<file path="config.mk">
export PLATFORM = sky130hd
export DESIGN_NAME = dmem_arbiter
export DESIGN_NICKNAME = d
export VERILOG_FILES = /design/src/rtl/dmem_arbiter.sv
export SDC_FILE = /design/constraint.sdc
export NUM_CORES = 1
export LEC_CHECK = 0
export ABC_AREA = 1
export CAP_MARGIN = 0
export CORE_MARGIN = 2
export CORE_UTILIZATION = 37
export CTS_CLUSTER_DIAMETER = 60
export DETAILED_ROUTE_END_ITERATION = 8
export GPL_ROUTABILITY_DRIVEN = 0
export PLACE_DENSITY = 0.76
export SLEW_MARGIN = 20
export SYNTH_ARGS = -nofsm -noshare
export SYNTH_HDL_FRONTEND = slang
export SYNTH_SLANG_ARGS = --single-unit
</file>
<file path="constraint.sdc">
create_clock -name clk -period 1.7 [get_ports clk]
set_clock_uncertainty 0.15 [all_clocks]
set_input_delay 0.51 -clock clk [delete_from_list [all_inputs] [get_ports clk]]
set_output_delay 0.51 -clock clk [all_outputs]
set_load 0.02 [all_outputs]
</file>
<file path="src/rtl/dmem_arbiter.sv">
// dmem_arbiter: shares the single-port DataMemory between the CPU memory
// stage (port c) and a debug/loader port (port d). Each access is a fixed
// capture -> one ACCESS cycle -> registered read-data response.
// Build option: define DMEM_ARB_CPU_PRIORITY_EN to give the CPU fixed
// priority on simultaneous requests (default is round-robin).
module dmem_arbiter #(
  parameter int ADDR_W = 16,
  parameter int DATA_W = 32,
  parameter int CNT_W  = 16
) (
  input  logic              clk,
  input  logic              rst_n,
  input  logic              c_req,
  input  logic              c_we,
  input  logic [ADDR_W-1:0] c_addr,
  input  logic [DATA_W-1:0] c_wdata,
  output logic              c_gnt,
  output logic              c_rvalid,
  output logic [DATA_W-1:0] c_rdata,
  input  logic              d_req,
  input  logic              d_we,
  input  logic [ADDR_W-1:0] d_addr,
  input  logic [DATA_W-1:0] d_wdata,
  output logic              d_gnt,
  output logic              d_rvalid,
  output logic [DATA_W-1:0] d_rdata,
  output logic [ADDR_W-1:0] mem_addr,
  output logic              mem_we,
  output logic [DATA_W-1:0] mem_wdata,
  input  logic [DATA_W-1:0] mem_rdata,
  output logic [CNT_W-1:0]  c_stall_cnt
);

  typedef enum logic {IDLE, ACCESS} state_t;
  typedef enum logic {PORT_C, PORT_D} port_t;

  state_t state_q, state_d;
  port_t  owner_q, owner_d;
  port_t  last_q, last_d;

  logic              c_gnt_q, c_gnt_d;
  logic              d_gnt_q, d_gnt_d;
  logic              c_rvalid_q, c_rvalid_d;
  logic              d_rvalid_q, d_rvalid_d;
  logic [DATA_W-1:0] c_rdata_q, c_rdata_d;
  logic [DATA_W-1:0] d_rdata_q, d_rdata_d;
  logic              mem_we_q, mem_we_d;
  logic [ADDR_W-1:0] mem_addr_q, mem_addr_d;
  logic [DATA_W-1:0] mem_wdata_q, mem_wdata_d;
  logic [CNT_W-1:0]  c_stall_q, c_stall_d;
  logic              pick_c, pick_d;

  // State register and all registered outputs; reset wins over any activity
  always_ff @(posedge clk) begin
    if (!rst_n) begin
      state_q     <= IDLE;
      owner_q     <= PORT_C;
      last_q      <= PORT_D;
      c_gnt_q     <= 1'b0;
      d_gnt_q     <= 1'b0;
      c_rvalid_q  <= 1'b0;
      d_rvalid_q  <= 1'b0;
      c_rdata_q   <= '0;
      d_rdata_q   <= '0;
      mem_we_q    <= 1'b0;
      mem_addr_q  <= '0;
      mem_wdata_q <= '0;
      c_stall_q   <= '0;
    end else begin
      state_q     <= state_d;
      owner_q     <= owner_d;
      last_q      <= last_d;
      c_gnt_q     <= c_gnt_d;
      d_gnt_q     <= d_gnt_d;
      c_rvalid_q  <= c_rvalid_d;
      d_rvalid_q  <= d_rvalid_d;
      c_rdata_q   <= c_rdata_d;
      d_rdata_q   <= d_rdata_d;
      mem_we_q    <= mem_we_d;
      mem_addr_q  <= mem_addr_d;
      mem_wdata_q <= mem_wdata_d;
      c_stall_q   <= c_stall_d;
    end
  end

  // Next-state: arbitration in IDLE, response and release in ACCESS, stall count
  always_comb begin
    state_d     = state_q;
    owner_d     = owner_q;
    last_d      = last_q;
    c_gnt_d     = 1'b0;
    d_gnt_d     = 1'b0;
    c_rvalid_d  = 1'b0;
    d_rvalid_d  = 1'b0;
    c_rdata_d   = c_rdata_q;
    d_rdata_d   = d_rdata_q;
    mem_we_d    = 1'b0;
    mem_addr_d  = mem_addr_q;
    mem_wdata_d = mem_wdata_q;
    c_stall_d   = c_stall_q;
    pick_c      = 1'b0;
    pick_d      = 1'b0;

    case (state_q)
      IDLE: begin
        if (c_req && d_req) begin
`ifdef DMEM_ARB_CPU_PRIORITY_EN
          pick_c = 1'b1;
`else
          if (last_q == PORT_D) pick_c = 1'b1;
          else                  pick_d = 1'b1;
`endif
        end else if (c_req) begin
          pick_c = 1'b1;
        end else if (d_req) begin
          pick_d = 1'b1;
        end

        if (pick_c) begin
          state_d     = ACCESS;
          owner_d     = PORT_C;
          c_gnt_d     = 1'b1;
          mem_we_d    = c_we;
          mem_addr_d  = c_addr;
          mem_wdata_d = c_wdata;
        end else if (pick_d) begin
          state_d     = ACCESS;
          owner_d     = PORT_D;
          d_gnt_d     = 1'b1;
          mem_we_d    = d_we;
          mem_addr_d  = d_addr;
          mem_wdata_d = d_wdata;
        end
      end
      ACCESS: begin
        state_d = IDLE;
        last_d  = owner_q;
        if (!mem_we_q) begin
          if (owner_q == PORT_C) begin
            c_rdata_d  = mem_rdata;
            c_rvalid_d = 1'b1;
          end else begin
            d_rdata_d  = mem_rdata;
            d_rvalid_d = 1'b1;
          end
        end
      end
    endcase

    if (c_req && !(state_q == ACCESS && owner_q == PORT_C) && (c_stall_q != '1))
      c_stall_d = c_stall_q + CNT_W'(1);
  end

  // mem_we is gated by rst_n so a reset asserted during ACCESS also blocks
  // the write that DataMemory would otherwise commit on the reset edge.
  assign mem_we      = mem_we_q & rst_n;
  assign mem_addr    = mem_addr_q;
  assign mem_wdata   = mem_wdata_q;
  assign c_gnt       = c_gnt_q;
  assign d_gnt       = d_gnt_q;
  assign c_rvalid    = c_rvalid_q;
  assign d_rvalid    = d_rvalid_q;
  assign c_rdata     = c_rdata_q;
  assign d_rdata     = d_rdata_q;
  assign c_stall_cnt = c_stall_q;

endmodule

</file>
==> flow_summary.ini <==
[placement]
hpwlAfterDp_um = 12800
port_buffers = 266
dp_cells = 1230
dp_slack_ns = -0.439

[cts]
clockBufferDepth = 2
cts_tree = done
path_clk_slew_ns = 0.06
cts.sinks = 136
insertion_delay_ns = 0.42
cts_root_buffer = clkbuf_16
htreeDepth = 4
numCtsBuffers = 17

[grt]
grt_pass1_wl_um = 29300
antenna_found_initial = 2
grt_util_met1_pct = 26.7
grt_use_met2_pct = 38.1
grt_overflow_total = 0
grt_max_degree = 43
top_usage_layer = met2
grt_use_met3_pct = 6.68
track_usage_pct = 22.5
grt_pass1_vias = 5871

[worst_hold_path]
holdCritStartpoint = d_req
hp-class = input pin to register

[setup_path]
slowest_stage = dfxtp_1
r2r_start = c_stall_cnt[0]
crit_start = c_rdata[0]
critPathMaxStageDelay_ns = 0.33
worst-path-buf-inv = 1
critical_path_class = register to output port
crit_path_end_kind = output port
worstPathArrival_ns = 1.01
cp.required_ns = 1.04
crit_fanout = 2
cp_cell_sequence = clkdlybuf4s15_2
crit_family = flip-flops
start_kind = register

[route]
drc = 0
ant_nets = 0
viasPerCell = 4.78
wl_um = 18800
vias = 6063
drt-initial-drc-count = 357
wl_per_cell_um = 14.8
first_pass_iters = 5

[die]
io_pins = 267
core_area_um2 = 15100
row_count = 45
dieHeight_um = 128
initial_utilization_pct = 37.6
die_area_um2 = 16400
die_width_um = 128

[power]
seq_power_share_pct = 39.8
powerDensity_nw_per_um2 = 986
p_sw_mw = 2.44
ir_drop_uv = 677
leakage_nw = 4.29
swShare_pct = 27.7
p_int_mw = 6.37
total_power_mw = 8.81
combPwrFrac_pct = 18.0
power_frac_clock_pct = 42.2

[logic_synthesis]
synth_compound_area_share_pct = 14.3
synth_adder_area_share_pct = 0.220
syn_nets = 916
synth_xor_area_share_pct = 0
synth_mux_area_share_pct = 0
synth_seq_cells = 136
synth_top_family_by_area = simple AND/OR/NAND/NOR gates
synth_area_um2 = 5690
ys_seq_area_share_pct = 47.8
synth_simple_gate_area_share_pct = 28.5
synth_warnings = 0
syn_avg_cell_area_um2 = 7.29
synth_cells = 781
ys_types = 25

[finish]
final_cell_mix = 173 x nand2_1, 133 x dfxtp_1, 130 x clkdlybuf4s50_1
area_growth_pct = 57.0
num-nets-final = 1202
layout-drive-gt1-share_pct = 23.0
layout_commonest_cell = nand2_1
stdcell_count = 1269
postLayoutCoreUtil_pct = 59.0

[sta]
clock.fmax_mhz = 597
holdWs_ns = 0.282
hold_viol_final = 0
slew_headroom_pct = 74.0
min_period_ns = 1.67
tightest_slew_ns = 0.390
fin_ws_ns = 0.0258
slew_viol_final = 0
setup_violations = 0
fin_crit_sh_pct = 98.5

[outcome]
outcome = complete, no violations

[flow_run]
drv_cap = 0
-- power groups by stage --
stage	Sequential [mW]	Clock [mW]	Combinational, mW
floorplan	3.80	0	0.561
global placement	3.57	0	1.69
detailed placement	3.57	0	1.71
CTS	3.51	3.78	1.58
global route	3.53	3.92	1.72
finish	3.51	3.72	1.58
-- final cells by class --
class,count,area (um^2)
fill,1413,6210
sequential,136,2730
timing repair buffer,317,2610
multi-input combinational,521,2480
clock buffer,20,457
inverter,74,283
tap,188,235
clock inverter,12,141
antenna,1,2.50
-- cells in the mapped netlist, drive strengths merged --
cell | instances | share of area [%]
ha | 1 | 0.22
nand2 | 178 | 12
clkbuf | 19 | 1.3
o211ai | 48 | 6.3
nand4 | 4 | 0.44
inv | 73 | 4.8
nand3b | 1 | 0.13
a21oi | 41 | 4.0
o31ai | 1 | 0.13
nor2 | 113 | 7.8
a22o | 1 | 0.15
buf | 31 | 3.1
nand3 | 94 | 8.3
clkinv | 1 | 0.066
dfxtp | 136 | 48
o21ai | 39 | 3.7
-- flip-flops by register name (all words and copies together), names as in the netlist --
register / cells
last_q: 1
mem_we_q: 1
d_rvalid: 1
d_gnt: 1
mem_addr: 16
c_stall_cnt: 16
c_rdata: 32
mem_wdata: 32
d_rdata: 32
owner_q: 1
c_rvalid: 1
c_gnt: 1
state_q: 1
-- routing by layer --
metal	share of wire (%)	wire length, um	vias up
met1	43	8040	2713
met3	6.6	1240	34
met4	2.5	475	0
li1	-	-	3105
met5	0	0	-
met2	48	9030	211
-- what timing repair did --
action,4_1_cts,5_1_grt
gates resized for setup,478,70
setup endpoints to repair,138,139
hold buffers,0,0
pin swaps,0,7
cloned,0,2
setup buffers,0,4
-- cell families (layout without fill, tap and decap cells) --
logic type                 count (synthesis)  after routing
and+or+nand+nor                          390            390
adders and majority gates                  1              1
DFF                                      136            136
AOI/OAI and AO/OA                        130            130
buffers and inverters                    124            423
other                                      0              1
-- metrics by stage --
step                setup TNS, ns  instance area, um^2
global route              -0.0244                 8940
CTS                             0                 9070
finish                          0                 8940
floorplan                       0                 5720
global placement           -25.77                 8770
detailed placement         -27.74                 8770
-- worst paths after layout --
kind	slack (ns)	end	cells past startpoint
max	0.03	c_rdata[0]	1
min	0.28	state_q	3
max reg2reg	0.09	c_stall_cnt[6]	9
min reg2reg	0.31	c_rdata[16]	2
Power figures use the tool's default switching activity.
==> patch 1: new RTL, config.mk and constraints unchanged <==
`ADDR_W`: 16 -> 14.
--- a/src/rtl/dmem_arbiter.sv
+++ b/src/rtl/dmem_arbiter.sv
@@ -4,7 +4,7 @@
 // Build option: define DMEM_ARB_CPU_PRIORITY_EN to give the CPU fixed
 // priority on simultaneous requests (default is round-robin).
 module dmem_arbiter #(
-  parameter int ADDR_W = 16,
+  parameter int ADDR_W = 14,
   parameter int DATA_W = 32,
   parameter int CNT_W  = 16
 ) (
Ports: changed (resized c_addr, d_addr and mem_addr); port bits go from 267 to 261. The function was not compared with the original's and may differ.
==> patch 1 against the original RTL <==
- final cell count up 2.4%
- area after synthesis is 4.2% higher
- setup slack gained 0.0057 ns
- cell area up 4.6%
- total power up 3.6%
- sequential cell count is 2 lower
- wire length up 6.2%
- critical path depth is the same
==> patch 1: results (changes against the original RTL) <==
- Status: completed (unchanged)
- Total placed instance area: 0.00899 mm^2 (was 0.00877 mm^2)
- Total routing resource utilization after global routing: 22.8% (was 22.5%)
- Critical path startpoint: d_rdata[23]$_SDFFE_PN0P_ (was c_rdata[0]$_SDFFE_PN0P_)
- Multi-input gate area: 0.00274 mm^2 (was 0.00248 mm^2)
- Top cells by count, synth: sky130_fd_sc_hd__nand2_1, sky130_fd_sc_hd__dfxtp_1, sky130_fd_sc_hd__nor2_1 (unchanged)
- Power density of the placed cells: 977 mW/mm^2 (was 986 mW/mm^2)
- Clock latency reported for the late side of the worst-skew pair: 0.42 ns (about the same)
- Number of global-route vias before repair: 6,139 (was 5,871)
- Period utilization: 98.1% (was 98.5%)
- Multi-input combinational gate total: 527 (was 521)
- Met3 layer usage reported by global route: 6.23% (was 6.68%)
- Pre-CTS setup slack: -0.450 ns (was -0.439 ns)
- GRT met1 Usage: 27.1% (was 26.7%)
- Initial antenna violation count: 0 (was 2)
- Register area: 0.00269 mm^2 (was 0.00273 mm^2)
- Portion of the layout cell area used by non-clock buffers: 29.3% (was 29.2%)
- Hold Startpoint: c_rdata[13]$_SDFFE_PN0P_ (was d_req)
- Met2 track demand over resource in global routing: 38.7% (was 38.1%)
- DR iter-0 viols: 398 (was 357)
- Vias post-DR: 6,331 (was 6,063)
- Post-Syn Nets: 912 (was 916)
- Peak supply drop: 0.694 mV (was 0.677 mV)
- Leakage: 4.49 nW (was 4.29 nW)
- Tapcell Cnt: 216 (was 188)
- Port-buffer cells: 260 (was 266)
- Antenna fix cells: 0 (was 1)
- Measured slew at the worst slew-check pin: 0.392 ns (was 0.390 ns)
- Area fraction in compound gates after synthesis: 15.1% (was 14.3%)
- Worst r2r dst: c_stall_cnt[13]$_SDFFE_PN0P_ (was c_stall_cnt[6]$_SDFFE_PN0P_)
- HPWL after detailed placement: 13,700 um (was 12,800 um)
- Hold WC Path Type: reg2reg (was in2reg)
- Detailed-routed wire length on met3: 1540 um (was 1240 um)
- Number of buffers outside the clock class in the layout: 319 (was 317)
- Clock-cell share of area: 6.68% (was 6.69%)
- Number of flip-flops and latches: 134 (was 136)
- # nets final: 1,203 (was 1,202)
- Wire length per cell: 15.3 um (was 14.8 um)
- Wire length of the first global-routing pass: 30,600 um (was 29,300 um)
- Sequential element share of the synthesized area: 45.2% (was 47.8%)
- Critical path endpoint: d_rdata[23] (was c_rdata[0])
- Internal: 6.62 mW (was 6.37 mW)
- Filler Cells Inserted: 1,516 (was 1,413)
- Setup Buffers After CTS: 2 (was 0)
- Layout cell share with drive strength beyond 1: 29.3% (was 23.0%)
- Top area cells in the synthesized netlist: sky130_fd_sc_hd__dfxtp_1, sky130_fd_sc_hd__nand2_1, sky130_fd_sc_hd__nor2_1 (was sky130_fd_sc_hd__dfxtp_1, sky130_fd_sc_hd__nand2_1, sky130_fd_sc_hd__nand3_1)
- Invs w/o clock: 73 (was 74)
[patch 1: worst min-delay path by stage]
stage	cells past startpoint	to
finish	2	c_rdata[13]$_SDFFE_PN0P_
global route	2	c_rdata[7]$_SDFFE_PN0P_
CTS	2	c_rdata[15]$_SDFFE_PN0P_
detailed placement	2	c_rdata[5]$_SDFFE_PN0P_
global placement	2	c_rdata[7]$_SDFFE_PN0P_
floorplan	2	last_q$_SDFFE_PN1P_
[patch 1: power by group through the flow]
stage | registers, mW | logic [mW] | clock network (mW)
global placement | 3.53 | 1.76 | 0
global route | 3.48 | 1.89 | 4.14
finish | 3.46 | 1.75 | 3.92
CTS | 3.46 | 1.68 | 4.00
floorplan | 3.75 | 0.649 | 0
detailed placement | 3.53 | 1.78 | 0
[patch 1: stage by stage]
stage	total power [mW]	hold slack [ns]
floorplan	4.40	0.323
global placement	5.29	0.296
detailed placement	5.31	0.303
CTS	9.14	0.312
global route	9.51	0.328
finish	9.13	0.309
==> patch 2: new RTL, same settings <==
Without the edit above. `c_rdata_q`, `d_rdata_q`, `mem_addr_q` and `mem_wdata_q` no longer have a reset.
--- a/src/rtl/dmem_arbiter.sv
+++ b/src/rtl/dmem_arbiter.sv
@@ -60,11 +60,7 @@
       d_gnt_q     <= 1'b0;
       c_rvalid_q  <= 1'b0;
       d_rvalid_q  <= 1'b0;
-      c_rdata_q   <= '0;
-      d_rdata_q   <= '0;
       mem_we_q    <= 1'b0;
-      mem_addr_q  <= '0;
-      mem_wdata_q <= '0;
       c_stall_q   <= '0;
     end else begin
       state_q     <= state_d;
@@ -74,13 +70,16 @@
       d_gnt_q     <= d_gnt_d;
       c_rvalid_q  <= c_rvalid_d;
       d_rvalid_q  <= d_rvalid_d;
-      c_rdata_q   <= c_rdata_d;
-      d_rdata_q   <= d_rdata_d;
       mem_we_q    <= mem_we_d;
-      mem_addr_q  <= mem_addr_d;
-      mem_wdata_q <= mem_wdata_d;
       c_stall_q   <= c_stall_d;
     end
+  end
+
+  always_ff @(posedge clk) begin
+    c_rdata_q   <= c_rdata_d;
+    d_rdata_q   <= d_rdata_d;
+    mem_addr_q  <= mem_addr_d;
+    mem_wdata_q <= mem_wdata_d;
   end
 
   // Next-state: arbitration in IDLE, response and release in ACCESS, stall count
Behaviour: not the same (Yosys sat finds a counterexample within 4 cycles, from zero or initial values and one cycle with rst_n low).
==> patch 2 against the original RTL <==
- via count decreased by 28%
- total power fell by 2.5%
- cell area down 5.8%
- combinational power is 27% lower
- global-route usage decreased by 3.9 points
- setup slack gained 0.010 ns
- register-to-register slack better by 0.02 ns
- count of clock-buffer cells in the layout fell by 2
- area after synthesis shrank 8.4%
- first-iteration DRC count shrank 43%
- sequential cell count stayed put
- wire length fell by 24%
- critical path type unchanged
- largest power group is now sequential cells
==> patch 2: results (changes against the original RTL) <==
- Sequential share of cell area: 45.7% (was 30.5%)
- GRT met1 Usage: 19.3% (was 26.7%)
- Multi-input combinational gate total: 282 (was 521)
- Clock group: 3.52 mW (was 3.72 mW)
- Relative contribution of combinational cells to total power: 13.5% (was 18.0%)
- Internal: 6.55 mW (was 6.37 mW)
- Leakage: 3.62 nW (was 4.29 nW)
- Met2 track demand over resource in global routing: 33.9% (was 38.1%)
- Top_reg_cell synth: sky130_fd_sc_hd__edfxtp_1 (was sky130_fd_sc_hd__dfxtp_1)
- Adder and majority cell fraction of the synthesized area: 0.240% (was 0.220%)
- Cts repair resizes: 516 (was 478)
- Post-Syn Nets: 591 (was 916)
- Relative slew slack: 80.8% (was 74.0%)
- Hold WC Path Type: reg2reg (was in2reg)
- Area fraction in compound gates after synthesis: 1.94% (was 14.3%)
- Antenna fix cells: 0 (was 1)
- Detailed-routed wire length on met3: 1070 um (was 1240 um)
- Maximum number of pins on one net before global-route repair: 51 (was 43)
- # nets final: 896 (was 1,202)
- Synth cell types: 26 (was 25)
- Vias post-DR: 4,362 (was 6,063)
- Top cells by count, synth: sky130_fd_sc_hd__nand2_1, sky130_fd_sc_hd__edfxtp_1, sky130_fd_sc_hd__nor2_1 (was sky130_fd_sc_hd__nand2_1, sky130_fd_sc_hd__dfxtp_1, sky130_fd_sc_hd__nor2_1)
- Status: completed (unchanged)
- Portion of the layout cell area used by non-clock buffers: 28.2% (was 29.2%)
- Filler Cells Inserted: 1,128 (was 1,413)
- Hold path endpoint: c_rvalid$_SDFF_PP0_ (was state_q$_SDFF_PP0_)
- Peak supply drop: 0.540 mV (was 0.677 mV)
- Largest stage delay on the critical path: 0.41 ns (was 0.33 ns)
- Fraction of area in multi-input gates: 15.3% (was 27.7%)
- Hold Startpoint: owner_q$_SDFFE_PN0P_ (was d_req)
- Final wirelength: 14,300 um (was 18,800 um)
- Layout Cells excl Fill: 953 (was 1,269)
- Critical path startpoint: c_rdata[31]$_DFFE_PP_ (was c_rdata[0]$_SDFFE_PN0P_)
- Gate count of the mapped netlist: 456 (was 781)
- Met2 Wirelength: 7460 um (was 9030 um)
- Total routing resource utilization after global routing: 18.7% (was 22.5%)
[patch 2: cell types whose count changed after synthesis, sizes merged, moves of 4 or more]
cell    change
buf        -21
inv        -49
nand3      -72
a21oi      -29
nor2       -68
o211ai     -48
nand2       +9
o21ai      -37
dfxtp     -112
nor3        +4
clkbuf     -15
edfxtp    +112
[patch 2: kinds of logic (layout without fill, tap and decap cells)]
group | after synthesis | after routing
AO/OA/AOI/OAI | 16 | 16
adder cells (fa/ha/maj) | 1 | 1
buffers and inverters | 38 | 355
flip-flops | 136 | 136
AND/OR/NAND/NOR | 265 | 265
[patch 2: per-stage QoR]
stage          power (mW)  setup TNS [ns]
2_1_floorplan        4.48          -15.95
3_3_place_gp         5.29          -44.93
3_5_place_dp         5.32          -45.95
4_1_cts              8.70         -0.0321
5_1_grt              8.93        -0.00855
6_report             8.60               0
